--- src/rtl/wb_stage.sv ---
// Writeback stage: a single pipeline latch between MEM and the register file.
// It selects the write-back data and forwards the in-flight write to the
// decode-stage read ports. It also keeps a sticky HALT flag and a saturating
// count of retired instructions.
module wb_stage (
    input  logic        CLK,
    input  logic        nRST,
    input  logic        mem_valid,
    input  logic        mem_regwen,
    input  logic [4:0]  mem_wsel,
    input  logic [1:0]  mem_wbsrc,
    input  logic [31:0] mem_aluout,
    input  logic [31:0] mem_dload,
    input  logic [31:0] mem_npc,
    input  logic [31:0] mem_lui,
    input  logic        mem_halt,
    input  logic        wb_en,
    input  logic        wb_flush,
    input  logic [4:0]  id_rsel1,
    input  logic [4:0]  id_rsel2,
    input  logic [31:0] id_rdat1_in,
    input  logic [31:0] id_rdat2_in,
    output logic        rf_WEN,
    output logic [4:0]  rf_wsel,
    output logic [31:0] rf_wdat,
    output logic [31:0] id_rdat1,
    output logic [31:0] id_rdat2,
    output logic        halt,
    output logic [31:0] retire_cnt
);

    localparam logic [1:0]  SRC_ALU  = 2'b00;
    localparam logic [1:0]  SRC_LOAD = 2'b01;
    localparam logic [1:0]  SRC_NPC  = 2'b10;
    localparam logic [1:0]  SRC_LUI  = 2'b11;
    localparam logic [31:0] CNT_MAX  = 32'hFFFF_FFFF;

    // Forward the write-back value when it targets the register being read.
    function automatic logic [31:0] bypass(
        input logic        wen,
        input logic [4:0]  wsel,
        input logic [31:0] wdat,
        input logic [4:0]  rsel,
        input logic [31:0] raw
    );
        if (wen && (wsel == rsel)) begin
            bypass = wdat;
        end else begin
            bypass = raw;
        end
    endfunction

    logic        valid_q,  valid_d;
    logic        regwen_q, regwen_d;
    logic [4:0]  wsel_q,   wsel_d;
    logic [1:0]  wbsrc_q,  wbsrc_d;
    logic [31:0] aluout_q, aluout_d;
    logic [31:0] dload_q,  dload_d;
    logic [31:0] npc_q,    npc_d;
    logic [31:0] lui_q,    lui_d;
    logic        hflag_q,  hflag_d;
    logic        halt_q,   halt_d;
    logic [31:0] retire_q, retire_d;

    logic        halt_now_s;
    logic        capture_s;
    logic [31:0] wdat_s;
    logic        wen_s;

    // Latch next-state: flush squashes, halt blocks, stall holds, else capture.
    always_comb begin
        valid_d  = valid_q;
        regwen_d = regwen_q;
        wsel_d   = wsel_q;
        wbsrc_d  = wbsrc_q;
        aluout_d = aluout_q;
        dload_d  = dload_q;
        npc_d    = npc_q;
        lui_d    = lui_q;
        hflag_d  = hflag_q;
        // A latched HALT freezes the pipe on the same edge that raises halt,
        // so the instruction behind it can never retire.
        halt_now_s = halt_q | (valid_q & hflag_q);
        capture_s  = 1'b0;
        if (wb_flush) begin
            valid_d = 1'b0;
        end else if (halt_now_s) begin
            valid_d = 1'b0;
        end else if (wb_en) begin
            capture_s = 1'b1;
            valid_d   = mem_valid;
            regwen_d  = mem_regwen;
            wsel_d    = mem_wsel;
            wbsrc_d   = mem_wbsrc;
            aluout_d  = mem_aluout;
            dload_d   = mem_dload;
            npc_d     = mem_npc;
            lui_d     = mem_lui;
            hflag_d   = mem_halt;
        end else begin
            valid_d = valid_q;
        end
    end

    // Sticky halt and saturating retire counter next-state.
    always_comb begin
        halt_d   = halt_now_s;
        retire_d = retire_q;
        if (capture_s && mem_valid && (retire_q != CNT_MAX)) begin
            retire_d = retire_q + 32'd1;
        end else begin
            retire_d = retire_q;
        end
    end

    // State registers with asynchronous active-low reset.
    always_ff @(posedge CLK or negedge nRST) begin
        if (!nRST) begin
            valid_q  <= 1'b0;
            regwen_q <= 1'b0;
            wsel_q   <= 5'd0;
            wbsrc_q  <= 2'b00;
            aluout_q <= 32'd0;
            dload_q  <= 32'd0;
            npc_q    <= 32'd0;
            lui_q    <= 32'd0;
            hflag_q  <= 1'b0;
            halt_q   <= 1'b0;
            retire_q <= 32'd0;
        end else begin
            valid_q  <= valid_d;
            regwen_q <= regwen_d;
            wsel_q   <= wsel_d;
            wbsrc_q  <= wbsrc_d;
            aluout_q <= aluout_d;
            dload_q  <= dload_d;
            npc_q    <= npc_d;
            lui_q    <= lui_d;
            hflag_q  <= hflag_d;
            halt_q   <= halt_d;
            retire_q <= retire_d;
        end
    end

    // Write-back data source select from the latched instruction.
    always_comb begin
        case (wbsrc_q)
            SRC_ALU:  wdat_s = aluout_q;
            SRC_LOAD: wdat_s = dload_q;
            SRC_NPC:  wdat_s = npc_q;
            SRC_LUI:  wdat_s = lui_q;
            default:  wdat_s = aluout_q;
        endcase
    end

    // HALT never writes, and $zero is never a write target, so it is never bypassed.
    assign wen_s = valid_q & regwen_q & ~hflag_q & (wsel_q != 5'd0);

    assign rf_WEN     = wen_s;
    assign rf_wsel    = wsel_q;
    assign rf_wdat    = wdat_s;
    assign id_rdat1   = bypass(wen_s, wsel_q, wdat_s, id_rsel1, id_rdat1_in);
    assign id_rdat2   = bypass(wen_s, wsel_q, wdat_s, id_rsel2, id_rdat2_in);
    assign halt       = halt_q;
    assign retire_cnt = retire_q;

endmodule
--- config.mk ---
export PLATFORM = sky130hd
export DESIGN_NAME = wb_stage
export DESIGN_NICKNAME = d
export VERILOG_FILES = /design/src/rtl/wb_stage.sv
export SDC_FILE = /design/constraint.sdc
export NUM_CORES = 1
export LEC_CHECK = 0
export ABC_CLOCK_PERIOD_IN_PS = 3300
export CAP_MARGIN = 20
export CORE_MARGIN = 2
export CORE_UTILIZATION = 45
export DETAILED_ROUTE_END_ITERATION = 12
export PLACE_DENSITY_LB_ADDON = 0.15
export REMOVE_ABC_BUFFERS = 1
export SLEW_MARGIN = 20
export SYNTH_ARGS = -nofsm -noshare
export SYNTH_HDL_FRONTEND = slang
export SYNTH_SLANG_ARGS = --single-unit
--- constraint.sdc ---
create_clock -name CLK -period 3.3 [get_ports CLK]
set_clock_uncertainty 0.05 [all_clocks]
set_input_delay 0.66 -clock CLK [delete_from_list [all_inputs] [get_ports CLK]]
set_output_delay 0.66 -clock CLK [all_outputs]
set_load 0.005 [all_outputs]
# --- Yosys cells after proc, flatten, opt, wreduce, memory -nomap -nowiden ---
# Index checks and enable logic that the tools add are counted.
word_totals:
  reg_bits: 171
  in_bits: 216
  output_inout_bits: 135
  elab_cells: 43
op_classes:
  addsub: 1
  eq_ne: 6
  mux: 9
  bitwise_logic: 8
  reduce_logical: 8
ops:
  columns: ["operator", "count"]
  rows:
  - ["one-hot mux 32 bit (4 select lines)", 1]
  - ["two-way mux 32 bit", 2]
  - ["adder 32 x 1 -> 32 bit (second input constant)", 1]
  - ["inequality test 32 bit (second input constant)", 1]
  - ["equality test 5 bit", 2]
  - ["two-way mux 1 bit", 6]
  - ["nonzero test 5 bit", 1]
  - ["AND 1 bit", 4]
  - ["equality test 2 bit (second input constant)", 2]
  - ["logical AND 1 bit", 4]
  - ["NOT 1 bit", 3]
  - ["AND reduction 3 bit", 1]
  - ["nonzero test 3 bit", 1]
  - ["equality test 2 x 1 -> 1 bit (second input constant)", 1]
  - ["zero test 2 bit", 1]
  - ["bitwise OR 1 bit", 1]

# --- Depth between registers and ports, before layout ---
logic_depth:
  word_depth: 6
  mapped_depth: 8
  ltp_nobuf: 6

# --- Least setup slack after synthesis ---
# Ideal clock, no wire load.
synth_timing:
  path_type: "input -> output"
  startpoint: "input id_rsel1[2]"
  endpoint: "output id_rdat1[10]"
  arrival_ns: 1.964
  required_time_ns: 2.590
  path_slack_ns: 0.626
  stages: 4
  cell_sequence: "xor2_1 -> nor4_1 -> buf_2 -> mux2_2"
synth_between:
  elab_chain_len: 3
synth_rtl:
  columns: ["item", "line_no", "source"]
  rows:
  - ["from (decl)", "19", "input logic [4:0] id_rsel1,"]
  - ["equality test 5 bit", "46", "if (wen && (wsel == rsel)) begin"]
  - ["logical AND 1 bit", "46", null]
  - ["two-way mux 32 bit", "46", null]
  - ["to (decl)", "26", "output logic [31:0] id_rdat1,"]
# Every way passes these cells.

# --- Worst setup path in the final report ---
layout_timing:
  startpoint: "register wsel_q[3] (netlist: rf_wsel[3])"
  endpoint: "output id_rdat2[1]"
layout_between:
  elab_chain_len: 4
layout_rtl:
  columns: ["item", "line_no", "source"]
  rows:
  - ["from (decl)", "55", "logic [4:0] wsel_q, wsel_d;"]
  - ["from (signal assigned)", "133", "wsel_q <= wsel_d;"]
  - ["nonzero test 5 bit", "157", "assign wen_s = valid_q & regwen_q & ~hflag_q & (wsel_q != 5'd0);"]
  - ["AND 1 bit", "157", null]
  - ["logical AND 1 bit *", "46", null]
  - ["two-way mux 32 bit *", "46", null]
  - ["to (decl)", "27", "output logic [31:0] id_rdat2,"]
# Mark *: on every way between the ends. The rest lies on a longest branch, timed or not.

==> metrics.cfg <==
[placement]
gp_congestion=0.929
dp_slack_ns=-0.430
hpwl_um=18100
port-buffer-count=350
dp.cells=1133

[synth]
yosys.area.top_type_share=0.517
ys_seq_area_frac=0.517
synthTopCellsByArea=dfrtp_1 52%, mux2_2 27%, mux4_2 8.7%, xnor2_1 2.5%, xor2_1 1.8%
synth_edf_count=0
async_flop_share=1.00
synth-simple-area-share=0.0500
syn-instance-count=568
synth_fa_ha_area_frac=0.00151
ys_ff_latch=171
ys.warnings.count=0
synth_top_family_by_area=multiplexers
synth_compound_area_frac=0.00529
yosys_most_used_dff=dfrtp_1
synth_area_leader_cell=dfrtp_1
syn_area_um2=8280
syn_avg_cell_area_um2=14.6
synthXorXnorAreaFrac=0.0434
ys_types=32
synth.mux.area_fraction=0.363

[timing]
worst_pin_slew_ns=0.713
slew_headroom=0.520
finalCritPeriodShare=1.01
hold_violations=0
setup_viol_count_final=8
period_needed_ns=3.34
worst_slack_ns=-0.0395
fmax_mhz=299
timing.hold.ws_ns=0.202
rsz0062_at_grt=yes
drv_slew=0

[global_route]
grt_max_degree=76
antenna_found_initial=3
grt_usage=0.259
grt_pass1_wl_um=38800
grt_pass1_vias=6765
grt_overflow=0

[finish]
nets=1159
register_area_um2=4280
drive_above_1_share=0.341
multi_input_area_um2=3930
nFillCells=1212
fin_cells=1186
area_growth_pct=58.8

[worst_setup_path]
worstSetupPathType=reg2out
required_ns=2.59
critPathLaunchType=register
end_kind=primary output
path_max_fanout=6
cp.arrival_ns=2.63

[die]
die_height_um=140
num_rows=49
io_pins=351
core-area_um2=18000
die_w_um=140
die_area_um2=19500
start_util=0.459

[status]
outcome=complete, but fails checks
violations=setup timing

[drt]
ant_nets=0
vias_per_cell=5.29
drt-total-wl_um=25800
drc=0
drtPass1Iterations=4
via_count=6279
routedWlPerCell_um=21.8
drt_iter0_drc=267

[worst_hold_path]
worstHoldPathType=in2async

[clock_tree]
clk_pin_slew_ns=0.07
clock-sinks=171
cts_tree=done
clk_latency_ns=0.43
cts_hold_buf=0
cts_made_buffers=17
root_buffer=clkbuf_16
h-tree-depth=4
clockBufferDepth=2

[pwr]
p_leak_uw=0.00568
vdd_drop_max_uv=424
p_total_uw=9520
power_density_nw_per_um2=724

[run]
maxCapViolations=0

==> metrics by stage <==
stage / TNS [ns] / util / instance area (um^2)
final: -0.263 / 0.729 / 13100
after global routing: -1.08 / 0.729 / 13100
after CTS: -7.53 / 0.717 / 12900
after detailed placement: -18.07 / 0.675 / 12200
after global placement: -16.37 / 0.675 / 12200
after floorplan: -279.28 / - / 8130
==> cell usage after synthesis, drive strengths merged, types with 3 or more instances <==
cell type / instances
clkbuf: 20
mux4: 32
inv: 5
buf: 12
nor4: 5
mux2: 202
nor2: 13
nand4: 13
xnor2: 24
nor3: 9
nand2: 12
xor2: 17
and3: 3
nand3: 16
dfrtp: 171
==> kinds of logic (layout without fill, tap and decap cells) <==
kind of cell	after synthesis	count (layout)
other	0	2
AO/OA/AOI/OAI	6	6
buffers and inverters	37	424
AND/OR/NAND/NOR	77	77
XOR/XNOR	41	41
adder cells (fa/ha/maj)	1	1
multiplexers	235	235
flip-flops	171	171
==> worst max-delay path: stages (launching register included) <==
cell	delay, ns
dfrtp_1	0.38
buf_4	0.16
xnor2_1	0.17
nand3_1	0.15
nor4_4	0.28
buf_4	0.20
buf_4	0.12
buf_12	0.13
mux2_2	0.33
dlygate4sd2_1	0.26
==> power breakdown <==
part | total [uW] | internal, uW | switching, uW | leakage, uW
Sequential | 3490 | 2990 | 505 | 0.00206
Clock | 1980 | 1100 | 878 | 0.000276
Combinational | 4050 | 2590 | 1460 | 0.00334
==> sequential cells by signal (all words and copies together), names as in the netlist <==
signal	flops
npc_q	32
rf_wsel	5
aluout_q	32
retire_cnt	32
regwen_q	1
halt	1
dload_q	32
wbsrc_q	2
lui_q	32
hflag_q	1
valid_q	1
==> cell type report <==
class / instances / share of cell area
diodes: 2 / 0.000381
well taps: 229 / 0.0218
multi-input cells: 360 / 0.299
clock buffers: 19 / 0.0345
clock inverters: 13 / 0.0103
repair buffers: 387 / 0.307
inverters: 5 / 0.00143
flip-flops and latches: 171 / 0.326
==> path summary, 6_finish.rpt <==
kind	slack (ns)	endpoint	depth (start not counted)	startpoint
worst max-delay path	-0.04	id_rdat2[1]	9	rf_wsel[3]
worst max register to register	0.93	retire_cnt[30]	6	retire_cnt[0]
worst min-delay path	0.20	aluout_q[7]	1	nRST
max in group asynchronous	2.17	aluout_q[16]	2	nRST
min in group CLK	0.45	lui_q[14]	1	lui_q[14]
worst min register to register	0.45	lui_q[14]	1	lui_q[14]
==> what timing repair did <==
action,in CTS,in global routing
cloned,3,3
hold endpoints to repair,0,0
setup endpoints to repair,64,62
gates resized for setup,51,82
setup buffers,10,7
pin swaps,4,2
==> placed cells by master, fill, tap and decap left out, types with 11 or more instances in the layout <==
| cell type | synthesis | layout |
|---|---|---|
| buf_12 | 0 | 11 |
| buf_4 | 0 | 19 |
| clkbuf_16 | 0 | 19 |
| clkdlybuf4s50_1 | 0 | 279 |
| dfrtp_1 | 171 | 170 |
| dlygate4sd2_1 | 0 | 19 |
| dlymetal6s2s_1 | 0 | 35 |
| mux2_2 | 200 | 197 |
| mux4_2 | 32 | 32 |
| nand2_1 | 12 | 11 |
| nand3_1 | 16 | 15 |
| nand4_1 | 12 | 12 |
| nor2_1 | 13 | 12 |
| xnor2_1 | 24 | 21 |
| xor2_1 | 17 | 17 |
==> metal layers <==
| layer | GRT usage | part of all wire | vias up |
|---|---|---|---|
| met4 | 0.0805 | 0.024 | 2 |
| met3 | 0.0705 | 0.066 | 37 |
| met1 | 0.299 | 0.37 | 3169 |
| li1 | - | - | 2837 |
| met2 | 0.469 | 0.54 | 234 |
| met5 | 0 | 0.00043 | - |
(Power assumes the default switching activity.)
